[config.mk]
export PLATFORM = sky130hd
export DESIGN_NAME = stdp_weight_update
export DESIGN_NICKNAME = d
export VERILOG_FILES = /design/src/rtl/stdp_weight_update.sv
export SDC_FILE = /design/constraint.sdc
export NUM_CORES = 1
export LEC_CHECK = 0
export BUFFER_PORTS_ARGS = -buffer_cell sky130_fd_sc_hd__buf_4
export CAP_MARGIN = 5
export CORE_AREA = 2 2 51 53
export CTS_CLUSTER_DIAMETER = 60
export DETAILED_ROUTE_END_ITERATION = 10
export DIE_AREA = 0 0 53 55
export PLACE_DENSITY = 0.79
export RECOVER_POWER = 50
export SETUP_SLACK_MARGIN = 0.5
export SLEW_MARGIN = 20
export SYNTH_ARGS = -nofsm -noshare
export SYNTH_HDL_FRONTEND = slang
export SYNTH_SLANG_ARGS = --single-unit
[constraint.sdc]
create_clock -name clk -period 3.5 [get_ports clk]
set_input_delay 0.7 -clock clk [delete_from_list [all_inputs] [get_ports clk]]
set_output_delay 0.7 -clock clk [all_outputs]
set_load 0.01 [all_outputs]
[src/rtl/stdp_weight_update.sv]
// One synaptic weight with saturating STDP potentiation/depression steps,
// a refractory window after each update, and a saturating coincidence counter.
module stdp_weight_update #(
  parameter int W       = 8,
  parameter int W_INIT  = 128,
  parameter int W_MAX   = 255,
  parameter int W_MIN   = 0,
  parameter int STEP_UP = 4,
  parameter int STEP_DN = 4,
  parameter int REFRACT = 3,
  parameter int CW      = 8
) (
  input  logic          clk,
  input  logic          rst,
  input  logic          incr,
  input  logic          decr,
  input  logic          sim,
  output logic [W-1:0]  weight,
  output logic          upd,
  output logic          sat_hi,
  output logic          sat_lo,
  output logic          busy,
  output logic [CW-1:0] sim_cnt
);

  localparam int RW = (REFRACT > 0) ? $clog2(REFRACT + 1) : 1;

  localparam logic [W:0] UP_K  = (W+1)'(STEP_UP);
  localparam logic [W:0] MAX_K = (W+1)'(W_MAX);
  localparam logic [W:0] DN_TH = (W+1)'(W_MIN + STEP_DN);

  typedef enum logic [1:0] {
    S_IDLE,
    S_APPLY,
    S_REFRACT
  } state_t;

  state_t        state_q;
  state_t        state_d;
  logic          incr_q;
  logic          decr_q;
  logic          dir;
  logic [RW-1:0] ref_cnt;
  logic          up_ev;
  logic          dn_ev;
  logic          one_ev;
  logic [W:0]    up_sum;
  logic [W-1:0]  w_next;

  // Rising edges only; simultaneous up and down cancel each other out.
  assign up_ev  = incr & ~incr_q;
  assign dn_ev  = decr & ~decr_q;
  assign one_ev = up_ev ^ dn_ev;

  assign sat_hi = (weight == W'(W_MAX));
  assign sat_lo = (weight == W'(W_MIN));
  assign busy   = (state_q != S_IDLE);

  always_comb begin
    up_sum = {1'b0, weight} + UP_K;
    w_next = weight;
    if (dir) begin
      w_next = (up_sum > MAX_K) ? W'(W_MAX) : up_sum[W-1:0];
    end else begin
      w_next = ({1'b0, weight} < DN_TH) ? W'(W_MIN) : (weight - W'(STEP_DN));
    end
  end

  always_ff @(posedge clk) begin
    if (rst) begin
      state_q <= S_IDLE;
    end else begin
      state_q <= state_d;
    end
  end

  always_comb begin
    state_d = state_q;
    case (state_q)
      S_IDLE:    if (one_ev) state_d = S_APPLY;
      S_APPLY:   state_d = (REFRACT > 0) ? S_REFRACT : S_IDLE;
      S_REFRACT: if (ref_cnt <= RW'(1)) state_d = S_IDLE;
      default:   state_d = S_IDLE;
    endcase
  end

  always_ff @(posedge clk) begin
    if (rst) begin
      weight  <= W'(W_INIT);
      upd     <= 1'b0;
      incr_q  <= 1'b0;
      decr_q  <= 1'b0;
      dir     <= 1'b0;
      ref_cnt <= '0;
      sim_cnt <= '0;
    end else begin
      incr_q <= incr;
      decr_q <= decr;
      upd    <= 1'b0;
      if (state_q == S_IDLE && one_ev) begin
        dir <= up_ev;
      end
      // upd pulses even when the clamp leaves the weight unchanged.
      if (state_q == S_APPLY) begin
        weight  <= w_next;
        upd     <= 1'b1;
        ref_cnt <= RW'(REFRACT);
      end else if (state_q == S_REFRACT) begin
        ref_cnt <= ref_cnt - RW'(1);
      end
      if (sim && (sim_cnt != {CW{1'b1}})) begin
        sim_cnt <= sim_cnt + CW'(1);
      end
    end
  end

endmodule

==> results.sh, run 1 <==
export IMPL_synth_warning_count=0
export IMPL_path_cells="or4_1 > nor3b_1 > buf_4"
export IMPL_viasPerCell=5.786
export IMPL_die_area_um2=2915
export IMPL_cts_tree="done"
export IMPL_grt_setup_unrepaired="no"
export IMPL_commonest_non_fill_non_tap_cell_in_the_layout="dfxtp_1"
export IMPL_totalWireLength_mm=2.712
export IMPL_synth_compound_area_share_pct=17.93
export IMPL_synth_top_family_by_area="simple AND/OR/NAND/NOR gates"
export IMPL_area_growth_synth_to_final_pct=13.08
export IMPL_grt_overflow_total=0
export IMPL_parity_gate_share_of_the_synthesized_area_counting_xor_and_xnor_cells_pct=4.748
export IMPL_synth_avg_cell_area_um2=8.224
export IMPL_critical_path_endpoint_type="output port"
export IMPL_holdBufCountCts=0
export IMPL_path_max_fanout=13
export IMPL_antenna_found_initial=0
export IMPL_n_fill_cell=221
export IMPL_synth_adder_area_share_pct=8.721
export IMPL_drv_cap=0
export IMPL_synth_top_cell_area_share_pct=35.66
export IMPL_drt_wirelength_per_cell_um=13.17
export IMPL_startpoint_kind_of_the_worst_setup_timing_path="register"
export IMPL_start_util_pct=54.60
export IMPL_synthDistinctLibCells=37
export IMPL_floorplan_rows=18
export IMPL_fin_max_slew_vios=0
export IMPL_timing_final_crit_period_ps=2503
export IMPL_clk_pin_slew_worst_paths_ps=120
export IMPL_num_nets_final=191
export IMPL_post_route_cells_drive_above_1_share_pct=12.50
export IMPL_synthesis_instances=157
export IMPL_max_clock_path_buffers=2
export IMPL_synth_largest_area_cell="dfxtp_1"
export IMPL_post_cts_buffers=0
export IMPL_hold_class="register to register"
export IMPL_worst_ep_arrival_time_ps=1800
export IMPL_path_class="register to output port"
export IMPL_setup_viol_count_final=0
export IMPL_synthMuxAreaShare_pct=0.7752
export IMPL_power_density_cell_area_nw_per_um2=457.0
export IMPL_synth_ff_type="dfxtp_1"
export IMPL_critPathBufInv=1
export IMPL_hold_violations=0
export IMPL_tightestPinTransition_ps=931.4
export IMPL_crit_path_max_incr_delay_ps=620
export IMPL_grt_pass1_vias=1005
export IMPL_insertedDiodeCount=0
export IMPL_fmaxAchievable_mhz=399.5
export IMPL_drt_pre_antenna_iters=4
export IMPL_core_area_um2=2365
export IMPL_ios=25
export IMPL_worst_path_max_delay_cell="or4_1"
export IMPL_final_antenna_net_count=0
export IMPL_grtUsageTotal_pct=21.40
export IMPL_p_leak_uw=0.0006058
export IMPL_post_layout_total_power_uw=667.3
export IMPL_library_cell_used_as_clock_root_buffer="clkbuf_4"
export IMPL_drc=0
export IMPL_post_place_ws_ps=1379
export IMPL_tritoncts_num_buffers=3
export IMPL_synth_sequential_area_ratio_pct=35.66
export IMPL_ys_async_sr_fraction_pct=0
export IMPL_netlist_top_cells_area="dfxtp_1 (36%), ha_1 (8.7%), nor2_1 (6.1%), o21ai_0 (3.5%), nand4_1 (2.9%)"
export IMPL_num_vias=1192
export IMPL_synth_edff_count=0
export IMPL_largest_net_degree_at_the_start_of_global_routing=23
export IMPL_timing_max_slew_rel_slack_pct=37.91
export IMPL_fin_crit_sh_pct=71.51
export IMPL_timing_hold_ws_ps=511.1
export IMPL_critical_path_rt_ps=2800
export IMPL_hpwl_mm=1.986
export IMPL_synthSimpleGateAreaFrac_pct=26.55
export IMPL_clock_tree_htree_level_count=1
export IMPL_totalNegativeSetupSlack_ps=0
export IMPL_grt_pass1_wl_mm=4.485
export IMPL_chipWidth_um=53
export IMPL_globalplace_congestion=0.8220
export IMPL_path_delay_family="simple AND/OR/NAND/NOR gates"
export IMPL_finClkSkew_ps=2.467
export IMPL_drt_initial_drc_count=28
export IMPL_cts_resized=0
export IMPL_numClockSinks=23
export IMPL_portBuffers=24
export IMPL_synth_nets=171
export IMPL_vdd_ir_drop_worst_v=0.0003076
export IMPL_dieHeight_um=55
export IMPL_outcome="finished clean"
export IMPL_clk_latency_ps=310
export IMPL_setup_ws_ps=997.2
export IMPL_highest_count_cells_in_the_layout_ignoring_fill_and_taps="dfxtp_1 (23), nor2_1 (21), buf_4 (16), o21ai_0 (9), ha_1 (9)"
export IMPL_cell_area_after_technology_mapping_um2=1291
export IMPL_ys_ff_latch=23
area by class of cell:
type / instances / area [um2] / share of cell area, %
well taps: 30 / 37.54 / 2.571
flip-flops and latches: 23 / 460.4 / 31.53
clock buffers: 3 / 22.52 / 1.542
clock inverters: 1 / 5.005 / 0.3428
inverters: 7 / 26.28 / 1.799
repair buffers: 24 / 150.1 / 10.28
multi-input cells: 118 / 758.2 / 51.93
metrics by stage:
stage	area [um2]	utilization, %	cells
detailed placement	1463	61.85	202
global route	1460	61.75	206
global placement	1463	61.85	202
floorplan	1291	-	157
finish	1460	61.75	206
CTS	1490	63.02	206
Yosys cell counts, types with 3 or more instances:
| cell type | instances |
|---|---|
| clkbuf_1 | 3 |
| nand3_1 | 7 |
| nor2b_1 | 5 |
| nor3b_1 | 5 |
| dfxtp_1 | 23 |
| o21ai_0 | 9 |
| a21oi_1 | 7 |
| a31oi_1 | 5 |
| nand4_1 | 6 |
| nor2_1 | 21 |
| xnor2_1 | 3 |
| ha_1 | 9 |
| and4_1 | 3 |
| inv_1 | 7 |
| nand2_1 | 8 |
| buf_2 | 4 |
| nor3_1 | 4 |
| xor2_1 | 4 |
worst paths after layout:
path | to | startpoint | cells past startpoint | slack (ps)
worst max-delay path | sat_lo | weight[4] | 3 | 1000
worst min-delay path | sim_cnt[1] | sim_cnt[1] | 2 | 510
worst max register to register | weight[3] | weight[2] | 6 | 1500
worst min register to register | sim_cnt[1] | sim_cnt[1] | 2 | 510
layer usage:
layer | up-vias | GRT usage, % | routed length, um
li1 | 602 | - | -
met1 | 552 | 25.33 | 1224
met5 | - | 0 | 0
met3 | 4 | 3.495 | 119
met4 | 0 | 13.68 | 45
met2 | 34 | 36.25 | 1323
sequential cells by signal (all words and copies together), names as in the netlist:
register and cells:
decr_q 1, dir 1, incr_q 1, ref_cnt 2, sim_cnt 8, state_q 2
upd 1, weight 7
logic make-up after synthesis:
group | count (synthesis)
xor+xnor | 7
mux | 1
buf+inv | 16
flops | 23
simple gates | 66
fa+ha+maj | 9
compound gates | 35
worst register-to-register path: stages (launching register included):
cell	delay, ps
dfxtp_1	520
inv_1	150
ha_1	340
nand4_1	100
o31ai_1	240
nand4_1	260
a311oi_1	310
report_power, final:
group	switching, uW	total, uW	internal [uW]	leakage (uW)
Combinational	113	213	100	0.000400
Clock	79.3	122	42.8	0.0000177
Sequential	43.6	332	289	0.000188
Total	236	667	432	0.000606
Note: power is estimated with default switching activity, not from simulation.
==> run 2: changes to the inputs <==
--- a/config.mk
+++ b/config.mk
@@ -5,13 +5,14 @@
 export SDC_FILE = /design/constraint.sdc
 export NUM_CORES = 1
 export LEC_CHECK = 0
+export ABC_AREA = 1
 export BUFFER_PORTS_ARGS = -buffer_cell sky130_fd_sc_hd__buf_4
 export CAP_MARGIN = 5
-export CORE_AREA = 2 2 51 53
+export CORE_AREA = 2 2 42 72
 export CTS_CLUSTER_DIAMETER = 60
 export DETAILED_ROUTE_END_ITERATION = 10
-export DIE_AREA = 0 0 53 55
-export PLACE_DENSITY = 0.79
+export DIE_AREA = 0 0 44 74
+export PLACE_DENSITY = 0.74
 export RECOVER_POWER = 50
 export SETUP_SLACK_MARGIN = 0.5
 export SLEW_MARGIN = 20
==> constraint.sdc (replaced) <==
create_clock -name clk -period 2.41 [get_ports clk]
set_input_delay 0.482 -clock clk [delete_from_list [all_inputs] [get_ports clk]]
set_output_delay 0.482 -clock clk [all_outputs]
set_load 0.01 [all_outputs]
==> results.sh, run 2 <==
export IMPL_outcome="finished clean"
export IMPL_grt_setup_unrepaired="yes"
export IMPL_chipWidth_um=44
export IMPL_setup_viol_count_final=0
export IMPL_tightestPinTransition_ps=420.4
export IMPL_path_class="register to output port"
export IMPL_fin_crit_sh_pct=83.46
export IMPL_fin_max_slew_vios=0
export IMPL_n_fill_cell=278
export IMPL_globalplace_congestion=0.8849
export IMPL_path_delay_family="flip-flops"
export IMPL_post_dp_cell_area_um2=1546
export IMPL_hold_class="input pin to register"
export IMPL_setup_ws_ps=398.7
export IMPL_cts_tree="done"
export IMPL_final_antenna_net_count=0
export IMPL_vdd_ir_drop_worst_v=0.0005767
export IMPL_ys_top_cells_by_count="nand2_1 (36), nor2_1 (28), dfxtp_1 (23)"
export IMPL_min_from="rst"
export IMPL_synth_warning_count=0
export IMPL_critical_path_rt_ps=1930
export IMPL_synth_edff_count=0
export IMPL_fmaxAchievable_mhz=497.2
export IMPL_multi_input_comb_area_um2=789.5
export IMPL_synth_top_cell_area_share_pct=33.73
export IMPL_layout_area_seq_um2=461.7
export IMPL_worst_ep_arrival_time_ps=1530
export IMPL_clock_tree_htree_level_count=1
export IMPL_hold_violations=0
export IMPL_largest_register="sim_cnt"
export IMPL_ios=25
export IMPL_largest_net_degree_at_the_start_of_global_routing=17
export IMPL_area_growth_synth_to_final_pct=15.40
export IMPL_worst_case_hold_path_end_point="weight[2]"
export IMPL_drt_initial_drc_count=48
export IMPL_largest_register_ffs=8
export IMPL_netlist_top_cells_area="dfxtp_1 (34%), nand2_1 (9.9%), ha_1 (8.2%), nor2_1 (7.7%), o21ai_0 (6.2%)"
export IMPL_die_area_um2=3256
export IMPL_hpwl_mm=2.298
export IMPL_worst_path_max_delay_cell="dfxtp_1"
export IMPL_cp_num_cells=6
export IMPL_num_vias=1332
export IMPL_power_density_cell_area_nw_per_um2=1078
export IMPL_grt_pass1_vias=1197
export IMPL_ys_async_sr_fraction_pct=0
export IMPL_clk_latency_ps=270
export IMPL_critical_path_endpoint_type="output port"
export IMPL_path_cells="ha_2 > nand2_4 > nor2_4 > nand2_1 > nor2_1 > buf_4"
export IMPL_rr_startpoint="weight[3]"
export IMPL_num_nets_final=237
export IMPL_post_route_cell_area_um2=1575
export IMPL_crit_path_max_incr_delay_ps=480
export IMPL_r2r_slack_ps=710
export IMPL_synth_avg_cell_area_um2=6.894
export IMPL_finClkSkew_ps=5.514
export IMPL_drt_wirelength_per_cell_um=12.16
export IMPL_commonest_non_fill_non_tap_cell_in_the_layout="nand2_1"
export IMPL_critical_path_reg2reg_endpoint="weight[2]"
export IMPL_final_core_utilization_pct=58.56
export IMPL_path_max_fanout=8
export IMPL_critPathBufInv=1
export IMPL_insertedDiodeCount=0
export IMPL_timing_max_slew_rel_slack_pct=71.94
export IMPL_portBuffers=24
export IMPL_ys_ff_latch=23
export IMPL_core_area_um2=2690
export IMPL_synthDistinctLibCells=28
export IMPL_cell_area_after_technology_mapping_um2=1365
export IMPL_grtUsageTotal_pct=19.99
export IMPL_tritoncts_num_buffers=3
export IMPL_startpoint_kind_of_the_worst_setup_timing_path="register"
export IMPL_post_place_ws_ps=593.9
export IMPL_whs_path_depth=2
export IMPL_floorplan_rows=25
export IMPL_grt_overflow_total=0
export IMPL_totalWireLength_mm=3.028
export IMPL_antenna_found_initial=0
export IMPL_dieHeight_um=74
export IMPL_start_util_pct=50.74
export IMPL_r2r_cells=12
export IMPL_numClockSinks=23
export IMPL_drv_cap=0
export IMPL_highest_count_cells_in_the_layout_ignoring_fill_and_taps="nand2_1 (36), nor2_1 (27), inv_1 (22), dfxtp_1 (22), o21ai_0 (17)"
export IMPL_max_clock_path_buffers=2
export IMPL_clk_pin_slew_worst_paths_ps=80
export IMPL_synth_ff_type="dfxtp_1"
export IMPL_synth_sequential_area_ratio_pct=33.73
export IMPL_p_leak_uw=0.0006964
export IMPL_synth_largest_area_cell="dfxtp_1"
export IMPL_synth_nets=212
export IMPL_library_cell_used_as_clock_root_buffer="clkbuf_8"
export IMPL_timing_final_crit_period_ps=2011
export IMPL_viasPerCell=5.349
export IMPL_reg_top3="sim_cnt: 8 flops, weight: 7 flops"
export IMPL_drt_pre_antenna_iters=6
export IMPL_post_route_cells_drive_above_1_share_pct=17.57
export IMPL_grt_pass1_wl_mm=4.885
export IMPL_synthesis_instances=198
export IMPL_totalNegativeSetupSlack_ps=0
export IMPL_leading_cell_type_by_number_of_instances_after_synthesis="nand2_1"
export IMPL_drc=0
## run 2: cell types whose count changed after synthesis, moves of 7 or more
cell and change:
inv_1 +15, nand2_1 +28, o21ai_0 +8, nor2_1 +7
a21oi_1 +7
## run 2: logic make-up after synthesis
logic type                 Yosys count  synth area share [%]
buffers and inverters               31                 9.532
and+or+nand+nor                     92                 30.61
DFF                                 23                 33.73
AOI/OAI and AO/OA                   38                 14.67
xor gates and xnor gates             5                 3.208
adders and majority gates            9                 8.249
## run 2: through the flow
step / power [uW] / hold slack, ps / instances
after floorplan: 1197 / 437.9 / 198
after global placement: 1433 / 455.6 / 244
after detailed placement: 1437 / 462.9 / 244
after CTS: 1692 / 428.5 / 248
after global routing: 1825 / 445.2 / 249
final: 1699 / 433.7 / 249
## run 2: worst max path at each step
stage,from,to
after floorplan,weight[2],sat_hi
after global placement,weight[2],sat_hi
after detailed placement,weight[2],sat_hi
after CTS,weight[2],sat_hi
after global routing,weight[3],sat_hi
final,weight[3],sat_hi
## run 2: routing by layer
layer	part of all wire (%)	vias to the layer above	track usage, %
li1	-	683	-
met1	38	591	20.76
met2	53	43	36.44
met3	4.7	15	3.155
met4	4.1	0	11.78
met5	0	-	0
## run 2: timing repair
item                                    4_1_cts  5_1_grt
hold buffers                                  0        0
endpoints found under the setup margin        1        2
gates resized for setup                       7        2
endpoints found under the hold margin         0        0
buffers inserted                              0        1
## run 2: cell type report
| cell class | instances | area share (%) |
|---|---|---|
| sequential | 23 | 29.31 |
| inverter | 26 | 6.195 |
| multi-input combinational | 144 | 50.12 |
| clock inverter | 1 | 0.3177 |
| timing repair buffer | 25 | 9.293 |
| tap | 27 | 2.145 |
| clock buffer | 3 | 2.621 |
## run 2: report_power, final
group / internal, uW / switching [uW]
clock: 115 / 126
combinational: 348 / 504
sequential: 472 / 133
## run 2: worst register-to-register path, cell delays in order (launching register included)
cell and delay [ps]:
dfxtp_1 480, inv_1 110, ha_1 290, inv_1 60, nor2_1 80, nand2_1 50, nor2_1 80, nand3_1 90
nand2_2 110, nand2_4 80, nand2_1 60, nand2_1 50, a21oi_2 100
==> run 3: changes to the inputs <==
--- a/config.mk
+++ b/config.mk
@@ -8,11 +8,11 @@
 export ABC_AREA = 1
 export BUFFER_PORTS_ARGS = -buffer_cell sky130_fd_sc_hd__buf_4
 export CAP_MARGIN = 5
-export CORE_AREA = 2 2 42 72
+export CORE_AREA = 2 2 43 75
 export CTS_CLUSTER_DIAMETER = 60
 export DETAILED_ROUTE_END_ITERATION = 10
-export DIE_AREA = 0 0 44 74
-export PLACE_DENSITY = 0.74
+export DIE_AREA = 0 0 45 77
+export PLACE_DENSITY = 0.73
 export RECOVER_POWER = 50
 export SETUP_SLACK_MARGIN = 0.5
 export SLEW_MARGIN = 20
==> constraint.sdc (replaced) <==
create_clock -name clk -period 1.85 [get_ports clk]
set_input_delay 0.37 -clock clk [delete_from_list [all_inputs] [get_ports clk]]
set_output_delay 0.37 -clock clk [all_outputs]
set_load 0.01 [all_outputs]
==> results.sh, run 3 (synthesis results as in run 2) <==
export IMPL_startpoint_kind_of_the_worst_setup_timing_path="register"
export IMPL_n_fill_cell=231
export IMPL_final_antenna_net_count=0
export IMPL_power_density_cell_area_nw_per_um2=1420
export IMPL_cts_tree="done"
export IMPL_critical_path_reg2reg_endpoint="weight[2]"
export IMPL_sw_frac_of_total_pct=42.71
export IMPL_grt_pass1_vias=1389
export IMPL_core_area_um2=2863
export IMPL_critPathBufInv=2
export IMPL_post_dp_cell_area_um2=1570
export IMPL_sequentialPowerShare_pct=29.0
export IMPL_fin_crit_sh_pct=89.34
export IMPL_grt_pass1_wl_mm=5.906
export IMPL_setup_viol_count_final=0
export IMPL_r2r_cells=13
export IMPL_post_route_cell_area_um2=1977
export IMPL_path_delay_family="flip-flops"
export IMPL_multi_input_comb_area_um2=933.4
export IMPL_die_area_um2=3465
export IMPL_grtUsageTotal_pct=22.26
export IMPL_insertedDiodeCount=0
export IMPL_fin_max_slew_vios=0
export IMPL_floorplan_rows=26
export IMPL_p_leak_uw=0.0008650
export IMPL_largest_register="sim_cnt"
export IMPL_fmaxAchievable_mhz=605.0
export IMPL_num_vias=1451
export IMPL_library_cell_used_as_clock_root_buffer="clkbuf_8"
export IMPL_timing_hold_ws_ps=330.3
export IMPL_tightestPinTransition_ps=441.7
export IMPL_vdd_ir_drop_worst_v=0.0009027
export IMPL_num_nets_final=264
export IMPL_start_util_pct=47.68
export IMPL_grt_setup_unrepaired="yes"
export IMPL_final_core_utilization_pct=69.06
export IMPL_timing_max_slew_rel_slack_pct=70.52
export IMPL_power_switching_uw=1199
export IMPL_final_cell_count_no_fill=277
export IMPL_drc=0
export IMPL_hold_violations=0
export IMPL_clk_latency_ps=260
export IMPL_viasPerCell=5.238
export IMPL_drv_cap=0
export IMPL_hold_class="input pin to register"
export IMPL_timing_final_crit_period_ps=1653
export IMPL_outcome="finished clean"
export IMPL_ios=25
export IMPL_layout_area_seq_um2=476.7
export IMPL_drt_pre_antenna_iters=4
export IMPL_critical_path_rt_ps=1480
export IMPL_critical_path_endpoint_type="output port"
export IMPL_drt_wirelength_per_cell_um=12.88
export IMPL_clk_pin_slew_worst_paths_ps=80
export IMPL_dpl_cell_count=246
export IMPL_largest_net_degree_at_the_start_of_global_routing=17
export IMPL_portBuffers=24
export IMPL_area_growth_synth_to_final_pct=44.82
export IMPL_internal_power_uw=1608
export IMPL_tritoncts_num_buffers=3
export IMPL_dieHeight_um=77
export IMPL_whs_path_depth=2
export IMPL_path_cells="buf_4 > nand2_4 > nor2_4 > nand2_2 > nor2_2 > buf_6"
export IMPL_crit_path_max_incr_delay_ps=400
export IMPL_post_route_cells_drive_above_1_share_pct=40.96
export IMPL_path_class="register to output port"
export IMPL_min_from="rst"
export IMPL_totalWireLength_mm=3.569
export IMPL_highest_count_cells_in_the_layout_ignoring_fill_and_taps="buf_4 (37), nand2_1 (29), nor2_1 (23), dfxtp_1 (18), inv_1 (17)"
export IMPL_reg_top3="sim_cnt: 8 flops, weight: 7 flops"
export IMPL_antenna_found_initial=0
export IMPL_commonest_non_fill_non_tap_cell_in_the_layout="buf_4"
export IMPL_clock_power_share_pct=10.6
export IMPL_worst_case_hold_path_end_point="weight[2]"
export IMPL_max_clock_path_buffers=2
export IMPL_drt_initial_drc_count=20
export IMPL_clock_tree_htree_level_count=1
export IMPL_worst_ep_arrival_time_ps=1280
export IMPL_finClkSkew_ps=4.082
export IMPL_worst_path_max_delay_cell="dfxtp_1"
export IMPL_grt_overflow_total=0
export IMPL_hpwl_mm=2.327
export IMPL_chipWidth_um=45
export IMPL_comb_power_share_pct=60.4
export IMPL_globalplace_congestion=0.8789
export IMPL_largest_register_ffs=8
export IMPL_r2r_slack_ps=270
export IMPL_totalNegativeSetupSlack_ps=0
export IMPL_path_max_fanout=4
export IMPL_numClockSinks=23
export IMPL_rr_startpoint="weight[2]"
[run 3: how the worst max path moves through the flow]
stage	from	end	slack (ps)	cells past startpoint
after floorplan	weight[2]	weight[2]	420	12
after global placement	weight[2]	weight[2]	280	12
after detailed placement	weight[2]	weight[2]	270	12
after CTS	weight[3]	sat_hi	220	6
after global routing	weight[5]	sat_hi	140	6
final	weight[5]	sat_hi	200	6
[run 3: worst reg2reg max path: stages (launching register included)]
cell,delay [ps]
dfxtp_4,370
buf_6,100
inv_4,40
ha_4,250
inv_2,40
nor2_2,60
nand2_1,70
nor2_2,100
nand3_1,90
nand2_2,110
nand2_4,90
nand2_2,70
nand2_2,50
a21oi_2,100
[run 3: final cells by class]
type	instances	share of cell area (%)
Tap cell	28	1.772
Timing Repair Buffer	52	19.18
Multi-Input combinational cell	144	47.22
Sequential cell	23	24.11
Clock buffer	4	2.278
Inverter	26	5.443
[run 3: routing by layer]
metal,global-route usage [%],part of all wire [%],vias up
met5,0,0,-
met4,8.529,1.8,0
met3,1.412,1.9,6
met2,42.71,60,28
met1,22.91,36,680
li1,-,-,737
[run 3: stage by stage]
| stage | setup slack, ps | power [uW] |
|---|---|---|
| finish | 197.2 | 2807 |
| global route | 141.4 | 3018 |
| CTS | 222.2 | 2711 |
| detailed placement | 272.2 | 1901 |
| global placement | 284.0 | 1902 |
| floorplan | 418.4 | 1575 |
[run 3: timing repair]
action,in CTS,in global routing
hold endpoints to repair,0,0
gates resized for setup,41,22
endpoints found under the setup margin,16,19
pin swaps,13,10
buffers inserted,19,8
hold buffers,0,0
[run 3: power groups by stage]
| stage | sequential [uW] | combinational, uW | clock [uW] |
|---|---|---|---|
| after CTS | 806 | 1600 | 310 |
| after floorplan | 787 | 788 | 0 |
| after global placement | 807 | 1100 | 0 |
| final | 814 | 1690 | 298 |
| after global routing | 827 | 1860 | 328 |
| after detailed placement | 814 | 1090 | 0 |
